`src/rtl/serial_frame_pkg.sv`:
```
// Shared types and line levels for the serial frame transmit/receive pair.
package serial_frame_pkg;

    typedef enum logic [2:0] {
        IDLE   = 3'd0,
        START  = 3'd1,
        DATA   = 3'd2,
        PARITY = 3'd3,
        STOP   = 3'd4
    } state_t;

    localparam logic LINE_IDLE  = 1'b1;
    localparam logic LINE_START = 1'b0;

endpackage

```
`src/rtl/serial_frame_tx_if.sv`:
```
// Parallel-word handshake plus serial line of the frame transmitter.
interface serial_frame_tx_if #(
    parameter int DATA_W = 8
);
    logic [DATA_W-1:0] in_data;
    logic              in_valid;
    logic              in_ready;
    logic              tx_out;
    logic              busy;

    modport master (output in_data, in_valid, input in_ready, tx_out, busy);
    modport slave  (input in_data, in_valid, output in_ready, tx_out, busy);
endinterface

```
`src/rtl/serial_bit_timer.sv`:
```
// Bit-period counter: counts 0..CLKS_PER_BIT-1, flags the last cycle, restarts itself.
module serial_bit_timer #(
    parameter int CLKS_PER_BIT = 16
) (
    input  logic clk,
    input  logic rst_n,
    input  logic clear,
    output logic tc
);
    localparam int CNT_W = (CLKS_PER_BIT > 1) ? $clog2(CLKS_PER_BIT) : 1;

    logic [CNT_W-1:0] count_q;

    assign tc = (count_q == CNT_W'(CLKS_PER_BIT - 1));

    always_ff @(posedge clk or negedge rst_n) begin
        if (!rst_n) begin
            count_q <= '0;
        end else if (clear || tc) begin
            count_q <= '0;
        end else begin
            count_q <= count_q + 1'b1;
        end
    end
endmodule

```
`src/rtl/serial_frame_tx.sv`:
```
// Framed serial transmitter: start bit, LSB-first data, optional parity, stop bit.
//
// state  | meaning
// IDLE   | line high, in_ready asserted, waiting for a word
// START  | driving the start bit (0)
// DATA   | driving shift_q[0], one data bit per bit period
// PARITY | driving the stored parity bit
// STOP   | driving the stop bit (1), then back to IDLE
module serial_frame_tx
    import serial_frame_pkg::*;
#(
    parameter int DATA_W       = 8,
    parameter int CLKS_PER_BIT = 16,
    parameter int PARITY_EN    = 1,
    parameter int PARITY_ODD   = 0
) (
    input  logic              clk,
    input  logic              rst_n,
    serial_frame_tx_if.slave  bus
);
    localparam int BIT_W = (DATA_W > 1) ? $clog2(DATA_W) : 1;

    state_t            state_q, state_d;
    logic [DATA_W-1:0] shift_q;
    logic              par_q;
    logic [BIT_W-1:0]  bit_idx_q;
    logic              bit_end;
    logic              accept;
    logic              last_bit;

    assign accept   = bus.in_valid && bus.in_ready;
    assign last_bit = (bit_idx_q == BIT_W'(DATA_W - 1));

    // Held cleared in IDLE so every frame starts on a fresh bit period.
    serial_bit_timer #(
        .CLKS_PER_BIT (CLKS_PER_BIT)
    ) u_bit_timer (
        .clk   (clk),
        .rst_n (rst_n),
        .clear (state_q == IDLE),
        .tc    (bit_end)
    );

    always_ff @(posedge clk or negedge rst_n) begin
        if (!rst_n) begin
            state_q <= IDLE;
        end else begin
            state_q <= state_d;
        end
    end

    always_comb begin
        state_d = state_q;
        case (state_q)
            IDLE:    if (accept) state_d = START;
            START:   if (bit_end) state_d = DATA;
            DATA:    if (bit_end && last_bit) state_d = (PARITY_EN != 0) ? PARITY : STOP;
            PARITY:  if (bit_end) state_d = STOP;
            STOP:    if (bit_end) state_d = IDLE;
            default: state_d = IDLE;
        endcase
    end

    always_ff @(posedge clk or negedge rst_n) begin
        if (!rst_n) begin
            shift_q   <= '0;
            par_q     <= 1'b0;
            bit_idx_q <= '0;
        end else if (accept) begin
            shift_q   <= bus.in_data;
            par_q     <= (^bus.in_data) ^ (PARITY_ODD != 0);
            bit_idx_q <= '0;
        end else if (state_q == DATA && bit_end) begin
            shift_q   <= shift_q >> 1;
            bit_idx_q <= last_bit ? '0 : bit_idx_q + 1'b1;
        end
    end

    // Line level comes from registers only, so input glitches never reach tx_out.
    always_comb begin
        bus.tx_out = LINE_IDLE;
        case (state_q)
            IDLE:    bus.tx_out = LINE_IDLE;
            START:   bus.tx_out = LINE_START;
            DATA:    bus.tx_out = shift_q[0];
            PARITY:  bus.tx_out = par_q;
            STOP:    bus.tx_out = LINE_IDLE;
            default: bus.tx_out = LINE_IDLE;
        endcase
    end

    assign bus.in_ready = (state_q == IDLE);
    assign bus.busy     = (state_q != IDLE);

endmodule

```
`src/flat_wrapper.sv`:
```
// flat-port wrapper written by rule: the top's interface ports become plain ports
module serial_frame_tx_flat import serial_frame_pkg::*;
#(
    parameter int DATA_W       = 8,
    parameter int CLKS_PER_BIT = 16,
    parameter int PARITY_EN    = 1,
    parameter int PARITY_ODD   = 0
)
  (clk, rst_n, bus_in_data, bus_in_valid, bus_in_ready, bus_tx_out, bus_busy);
  serial_frame_tx_if #(.DATA_W(DATA_W)) bus_i ();
  input  logic clk;
  input  logic rst_n;
  input wire logic [$bits(bus_i.in_data)-1:0] bus_in_data;
  input wire logic [$bits(bus_i.in_valid)-1:0] bus_in_valid;
  output wire logic [$bits(bus_i.in_ready)-1:0] bus_in_ready;
  output wire logic [$bits(bus_i.tx_out)-1:0] bus_tx_out;
  output wire logic [$bits(bus_i.busy)-1:0] bus_busy;
  assign bus_i.in_data = bus_in_data;
  assign bus_i.in_valid = bus_in_valid;
  assign bus_in_ready = bus_i.in_ready;
  assign bus_tx_out = bus_i.tx_out;
  assign bus_busy = bus_i.busy;
  serial_frame_tx #(.DATA_W(DATA_W), .CLKS_PER_BIT(CLKS_PER_BIT), .PARITY_EN(PARITY_EN), .PARITY_ODD(PARITY_ODD)) u_core (.clk(clk), .rst_n(rst_n), .bus(bus_i));
endmodule
```
`config.mk`:
```
export PLATFORM = sky130hd
export DESIGN_NAME = serial_frame_tx_flat
export DESIGN_NICKNAME = d
export VERILOG_FILES = /design/src/rtl/serial_frame_pkg.sv /design/src/rtl/serial_frame_tx_if.sv /design/src/rtl/serial_bit_timer.sv /design/src/rtl/serial_frame_tx.sv /design/src/flat_wrapper.sv
export SDC_FILE = /design/constraint.sdc
export NUM_CORES = 1
export LEC_CHECK = 0
export CAP_MARGIN = 20
export CORE_MARGIN = 2
export CORE_UTILIZATION = 30
export CTS_BUF_LIST = sky130_fd_sc_hd__clkbuf_8 sky130_fd_sc_hd__clkbuf_16
export DETAILED_ROUTE_END_ITERATION = 10
export GPL_ROUTABILITY_DRIVEN = 0
export PLACE_DENSITY = 0.58
export SYNTH_ARGS = -nofsm -noshare
export SYNTH_HDL_FRONTEND = slang
export SYNTH_HIERARCHICAL = 1
export SYNTH_SLANG_ARGS = --single-unit
```
`constraint.sdc`:
```
create_clock -name clk -period 2 [get_ports clk]
set_input_delay 0.4 -clock clk [delete_from_list [all_inputs] [get_ports clk]]
set_output_delay 0.4 -clock clk [all_outputs]
set_load 0.005 [all_outputs]
```
# Word level (Yosys, flattened, before mapping)
# Cells that the tools add are included.
dict set report word_totals {
  regBits 19
  in_bits 11
  output_inout_bits 3
  wordCells 40
}
dict set report classes {
  addsub 2
  n_eq_ne 11
  mux 13
  reduce_logical 9
}
# op n
set ops {}
lappend ops {{3-bit 2-to-1 mux} 8}
lappend ops {{8-bit 2-to-1 mux} 2}
lappend ops {{3-bit one-hot mux with 5 select lines} 1}
lappend ops {{2-bit by 1-bit != test with 1-bit output, second input constant} 4}
lappend ops {{8-bit XOR reduction} 1}
lappend ops {{3-bit by 2-bit == test with 1-bit output, second input constant} 2}
lappend ops {{3-bit == test, second input constant} 2}
lappend ops {{5-bit AND reduction} 1}
lappend ops {{4-bit by 1-bit adder with 4-bit output, second input constant} 1}
lappend ops {{4-bit == test, second input constant} 1}
lappend ops {{4-bit 2-to-1 mux} 1}
lappend ops {{3-bit by 1-bit adder with 3-bit output, second input constant} 1}
lappend ops {{3-bit by 1-bit == test with 1-bit output, second input constant} 1}
lappend ops {{1-bit logical AND} 3}
lappend ops {{3-bit logical NOT} 1}
lappend ops {{1-bit one-hot mux with 3 select lines} 1}
lappend ops {{3-bit nonzero test} 1}
lappend ops {{2-bit != test, second input constant} 1}
lappend ops {{2-bit nonzero test} 1}
lappend ops {{1-bit logical OR} 1}

# Depth between registers and ports, before layout
dict set report logic_depth {
  word_depth 4
  mapped_depth 7
  mapped_depth_nobuf 6
}

# Cells and area by module
# Netlist, hierarchy kept.
# module n_inst cells_each area_each_um2 seq_area_each_um2
set modules_own_cells {}
lappend modules_own_cells {serial_frame_tx 1 83 819.5 375.4}
lappend modules_own_cells {serial_bit_timer 1 13 171.4 100.1}

# Worst setup path after synthesis
# OpenSTA, ideal clock, no wires.
dict set report synth_timing {
  path_type {register to register}
  from {reg u_core.u_bit_timer.count_q[0]}
  to {reg u_core.bit_idx_q[0]}
  setup_time_ns 0.121
  arrival_ns 1.487
  t_required_ns 1.879
  setup_slack_ns 0.392
  path_stages_with_launch 7
  n_path_buf 1
  period_less_slack_ns 1.608
  cell_sequence {dfrtp_1 > ha_1 > and3_4 > nor4bb_1 > buf_4 > nor2_4 > a22o_1}
}
dict set report synth_via {
  elab_chain_len 3
}
# item line_no
set synth_lines {}
lappend synth_lines {{start: declaration} serial_bit_timer.sv:12} ;# logic [CNT_W-1:0] count_q;
lappend synth_lines {{start signal: assignment} serial_bit_timer.sv:22} ;# count_q <= count_q + 1'b1;
lappend synth_lines {{4-bit == test} serial_bit_timer.sv:14} ;# assign tc = (count_q == CNT_W'(CLKS_PER_BIT - 1));
lappend synth_lines {{named net u_core.bit_end} serial_frame_tx.sv:27} ;# logic bit_end;
lappend synth_lines {{1-bit logical AND} serial_frame_tx.sv:73} ;# end else if (state_q == DATA && bit_end) begin
lappend synth_lines {{2-bit nonzero test (no source line)} --}
lappend synth_lines {{end signal: assignment} serial_frame_tx.sv:75} ;# bit_idx_q <= last_bit ? '0 : bit_idx_q + 1'b1;
lappend synth_lines {{end: declaration} serial_frame_tx.sv:26} ;# logic [BIT_W-1:0] bit_idx_q;
# The timed path passes the listed nets, and every way through them passes these cells.
# A chain may end at the register's enable or synchronous reset.

# Final worst setup path
dict set report layout_timing {
  from {reg u_core.state_q[1]}
  to {out bus_in_ready}
}
dict set report layout_via {
  elab_chain_len 1
}
# item line_no
set layout_lines {}
lappend layout_lines {{start: declaration} serial_frame_tx.sv:23} ;# state_t state_q, state_d;
lappend layout_lines {{start signal: assignment} serial_frame_tx.sv:48} ;# state_q <= state_d;
lappend layout_lines {{3-bit logical NOT} serial_frame_tx.sv:92} ;# assign bus.in_ready = (state_q == IDLE);
lappend layout_lines {{end: declaration} flat_wrapper.sv:15} ;# output wire logic [$bits(bus_i.in_ready)-1:0] bus_in_ready;
# Every way passes these cells.

==> impl.org <==
** Setup path
- Setup crit end kind :: output pin
- Measured in cells, the most critical reg-to-reg path has a length of 6.
- Data arrives at the worst endpoint at 1.50 ns.
- Reg2Reg Launch Point :: u_core/u_bit_timer/count_q[0]$_DFF_PN0_
- Classification of the worst setup path :: flip-flop to output pin
- In this run the worst path has a maximum fanout of 9.
- Worst setup slack for register-to-register paths :: 0.16 ns
- Critical path launch point type :: flip-flop
- At the worst endpoint, the required time is 1.60 ns.
- Crit Reg-Reg Endpoint :: u_core/bit_idx_q[0]$_DFFE_PN0P_

** Logic synthesis
- Syn Inst Count :: between 90 and 100
- By instance count, the leading cell after synthesis is sky130_fd_sc_hd__nand2_1.
- After synthesis, flip-flops and latches occupy 48.0% of the total area.
- In this run, synthesis produced a sequential element count of 19.
- A synthesized cell averages a little over 10 µm².
- Number of synthesized flops with an enable pin :: 0
- Top-area cell type share of the netlist area :: a little under half
- Most area-consuming cells after synthesis :: sky130_fd_sc_hd__dfrtp_1, sky130_fd_sc_hd__nand2_1, sky130_fd_sc_hd__xnor2_1, sky130_fd_sc_hd__a22oi_1, sky130_fd_sc_hd__ha_1
- Post-synth cell types :: 28
- Commonest register cell after synthesis :: sky130_fd_sc_hd__dfrtp_1
- Counting every net in the synthesized netlist gives 110.
- Summing every instance area after synthesis gives around 1000 µm².
- Biggest area consumer among synthesized cells :: sky130_fd_sc_hd__dfrtp_1
- During synthesis, Yosys emitted a total of 6 warnings.
- After synthesis, the share of flip-flops with an asynchronous set or reset is between 90% and 100%.
- Leading cell types by count after synthesis :: sky130_fd_sc_hd__nand2_1, sky130_fd_sc_hd__dfrtp_1, sky130_fd_sc_hd__xnor2_1

** Cells and area
- Area of the multi-input gates :: a little under 500 µm²
- Layout area overhead :: 25.8%
- Measured on the finished design, the core utilization comes to 40.2%.
- Fill cell total of the finished layout :: around 330
- The net count of the finished layout is around 130.
- Sequential cell area :: 478 µm²
- Antenna diode count :: 0
- In the final layout, the share of cells above drive strength 1 is between 15 and 20%.

** STA
- RSZ-0062 raised after global routing :: false
- The clock arrives with ~0.0011 ns of skew.
- After layout, the minimum clock period comes to 1.90 ns.
- The number of max-slew violations in the final report was 0.
- Fmax achieved :: ~530 MHz
- The hold violation count in the final report is 0.
- Setup violations remaining at the end of the flow were counted as 0.
- The tightest hold path in the finished design has a slack of a little under 0.5 ns.
- Of the available clock period, the critical path in the final layout requires roughly 95%.
- Measured against its own limit, the worst slew margin works out to 76.4%.
- For the pin with the worst max-slew slack, the measured transition is roughly 0.35 ns.
- Setup_tns :: 0 ns

** GRT
- Antenna violations before repair :: 0
- First-pass GRT wire length :: around 3.4 mm
- Overall routing resource usage :: roughly 12%
- GRT Residual Overflow :: 0
- Pin count of the biggest net entering global routing :: 20
- The via count of the first global-routing pass was 767.

** Die
- Measured along the y axis, the die boundary spans 61.5 µm.
- Number of ports placed on the die boundary :: 14
- In this run the horizontal extent of the chip is around 61 µm.
- In this run the standard cell core region covers about 3100 µm².
- The floorplan has 20 rows.
- Die Outline Area :: between 3000 and 4000 µm²
- Initial standard-cell utilization of the core :: approximately a third

** Clock tree
- CTS Buffer Depth :: 2
- CTS Buf Count :: 3
- # clock sinks :: 19
- CTS HTree Levels :: 1
- The root buffer cell chosen for the clock tree is sky130_fd_sc_hd__clkbuf_8.
- Worst-skew pair later-pin latency :: around 0.26 ns
- Clock edge transition at the registers on the reported setup and hold paths :: around 0.07 ns
- TritonCTS built the clock tree.
- Number of buffers inserted for hold repair after clock tree synthesis :: 0

** Power and ir drop
- Leakage Power :: ~0.53 nW
- Power spread over the standard cell area amounts to 1140 nW/µm².
- Worst-case vdd ir drop :: 0.384 mV

** Drt
- Final routed DRC violation total :: 0
- Drt via density :: around 4.7
- The final route contains 746 vias.
- The detail route stage leaves a number of antenna-violating nets equal to 0.
- Detailed-router iteration count before antenna repair :: 4
- The detailed router finished its first iteration with 24 violations.
- Routed length per instance :: ~12 µm
- Routed Wire Length :: 1.92 mm

** Place
- During placement, the flow inserted port buffers numbering 13.
- HPWL reported at the end of detailed placement :: 1.39 mm

** Worst hold path
- Worst min-delay path class :: primary input to asynchronous set/reset pin

** Status
- The flow ran to the end, and the final reports show no timing, DRC or antenna violations.

** Run
- Max-cap check violation count :: 0
==> report_power, final <==
part | switching [mW] | leakage, nW | total (mW) | internal, mW
combinational | 0.198 | 0.272 | 0.450 | 0.252
sequential | 0.144 | 0.234 | 0.698 | 0.554
clock | 0.130 | 0.0269 | 0.266 | 0.137
==> registers in the layout, indices dropped and copies added (netlist names) <==
| register | flops |
|---|---|
| u_core/shift_q | 8 |
| u_core/u_bit_timer/count_q | 4 |
| u_core/bit_idx_q | 3 |
| u_core/state_q | 3 |
| u_core/par_q | 1 |
==> how the worst max path moves through the flow <==
stage                                                  from                               to  slack [ns]  depth (start not counted)
CTS                           u_core/state_q[1]$_DFFE_PN0P_                     bus_in_ready        0.05                          2
global route                  u_core/state_q[1]$_DFFE_PN0P_                     bus_in_ready        0.02                          2
finish                        u_core/state_q[1]$_DFFE_PN0P_                     bus_in_ready        0.10                          2
floorplan           u_core/u_bit_timer/count_q[0]$_DFF_PN0_  u_core/bit_idx_q[0]$_DFFE_PN0P_        0.39                          6
detailed placement  u_core/u_bit_timer/count_q[0]$_DFF_PN0_  u_core/bit_idx_q[0]$_DFFE_PN0P_        0.17                          6
global placement    u_core/u_bit_timer/count_q[0]$_DFF_PN0_  u_core/bit_idx_q[0]$_DFFE_PN0P_        0.20                          6
==> worst max-delay path, cell delays in order, from the launching register on <==
cell                              delay, ns
sky130_fd_sc_hd__dfrtp_2               0.48
sky130_fd_sc_hd__nor3_4                0.23
sky130_fd_sc_hd__clkdlybuf4s50_1       0.53
==> cell families after synthesis <==
logic type / count (synthesis) / synth area share [%]
AO/OA/AOI/OAI: 19 / 12.2
XOR/XNOR: 9 / 7.95
adder cells (fa/ha/maj): 3 / 3.79
buffers and inverters: 5 / 4.55
flip-flops: 19 / 48.0
multiplexers: 2 / 2.02
AND/OR/NAND/NOR: 39 / 21.5
==> layer usage <==
layer,global-route usage (%),wire length [µm],vias to the layer above
li1,-,-,371
met1,14.5,838,356
met2,21.1,963,17
met3,3.99,107,2
met4,2.74,10,0
met5,0,0,-
==> what timing repair did <==
action / CTS / global route
setup endpoints to repair: 1 / 1
setup buffers: 1 / 0
endpoints found under the hold margin: 0 / 0
gates cloned: 0 / 0
resized for setup: 3 / 1
==> stage by stage <==
| stage | setup slack, ns | power, mW | cell area [µm²] | std cells |
|---|---|---|---|---|
| finish | 0.105 | 1.41 | 1250 | 160 |
| global route | 0.0234 | 1.54 | 1250 | 160 |
| CTS | 0.0462 | 1.43 | 1240 | 160 |
| detailed placement | 0.170 | 1.15 | 1190 | 155 |
| global placement | 0.204 | 1.13 | 1190 | 155 |
| floorplan | 0.392 | 0.999 | 991 | 96 |
==> cells in the final DEF, fill, tap and decap left out, types with 2 or more instances in the layout <==
cell                              count
sky130_fd_sc_hd__o21ai_1              6
sky130_fd_sc_hd__clkdlybuf4s50_1     12
sky130_fd_sc_hd__nor2_1               6
sky130_fd_sc_hd__o21ai_0              2
sky130_fd_sc_hd__ha_1                 3
sky130_fd_sc_hd__mux2i_1              2
sky130_fd_sc_hd__nand2_1             22
sky130_fd_sc_hd__dfrtp_1             17
sky130_fd_sc_hd__clkbuf_8             3
sky130_fd_sc_hd__inv_1                2
sky130_fd_sc_hd__a22oi_1              6
sky130_fd_sc_hd__buf_4                7
sky130_fd_sc_hd__nand2b_1             2
sky130_fd_sc_hd__dfrtp_2              2
sky130_fd_sc_hd__xnor2_1              8
==> cell type report <==
class | instances | area share (%)
multi-input cells | 72 | 38.8
repair buffers | 20 | 14.6
flip-flops and latches | 19 | 38.4
well taps | 44 | 4.42
clock inverters | 1 | 0.301
inverters | 1 | 0.301
clock buffers | 3 | 3.31
(Power assumes the default switching activity.)
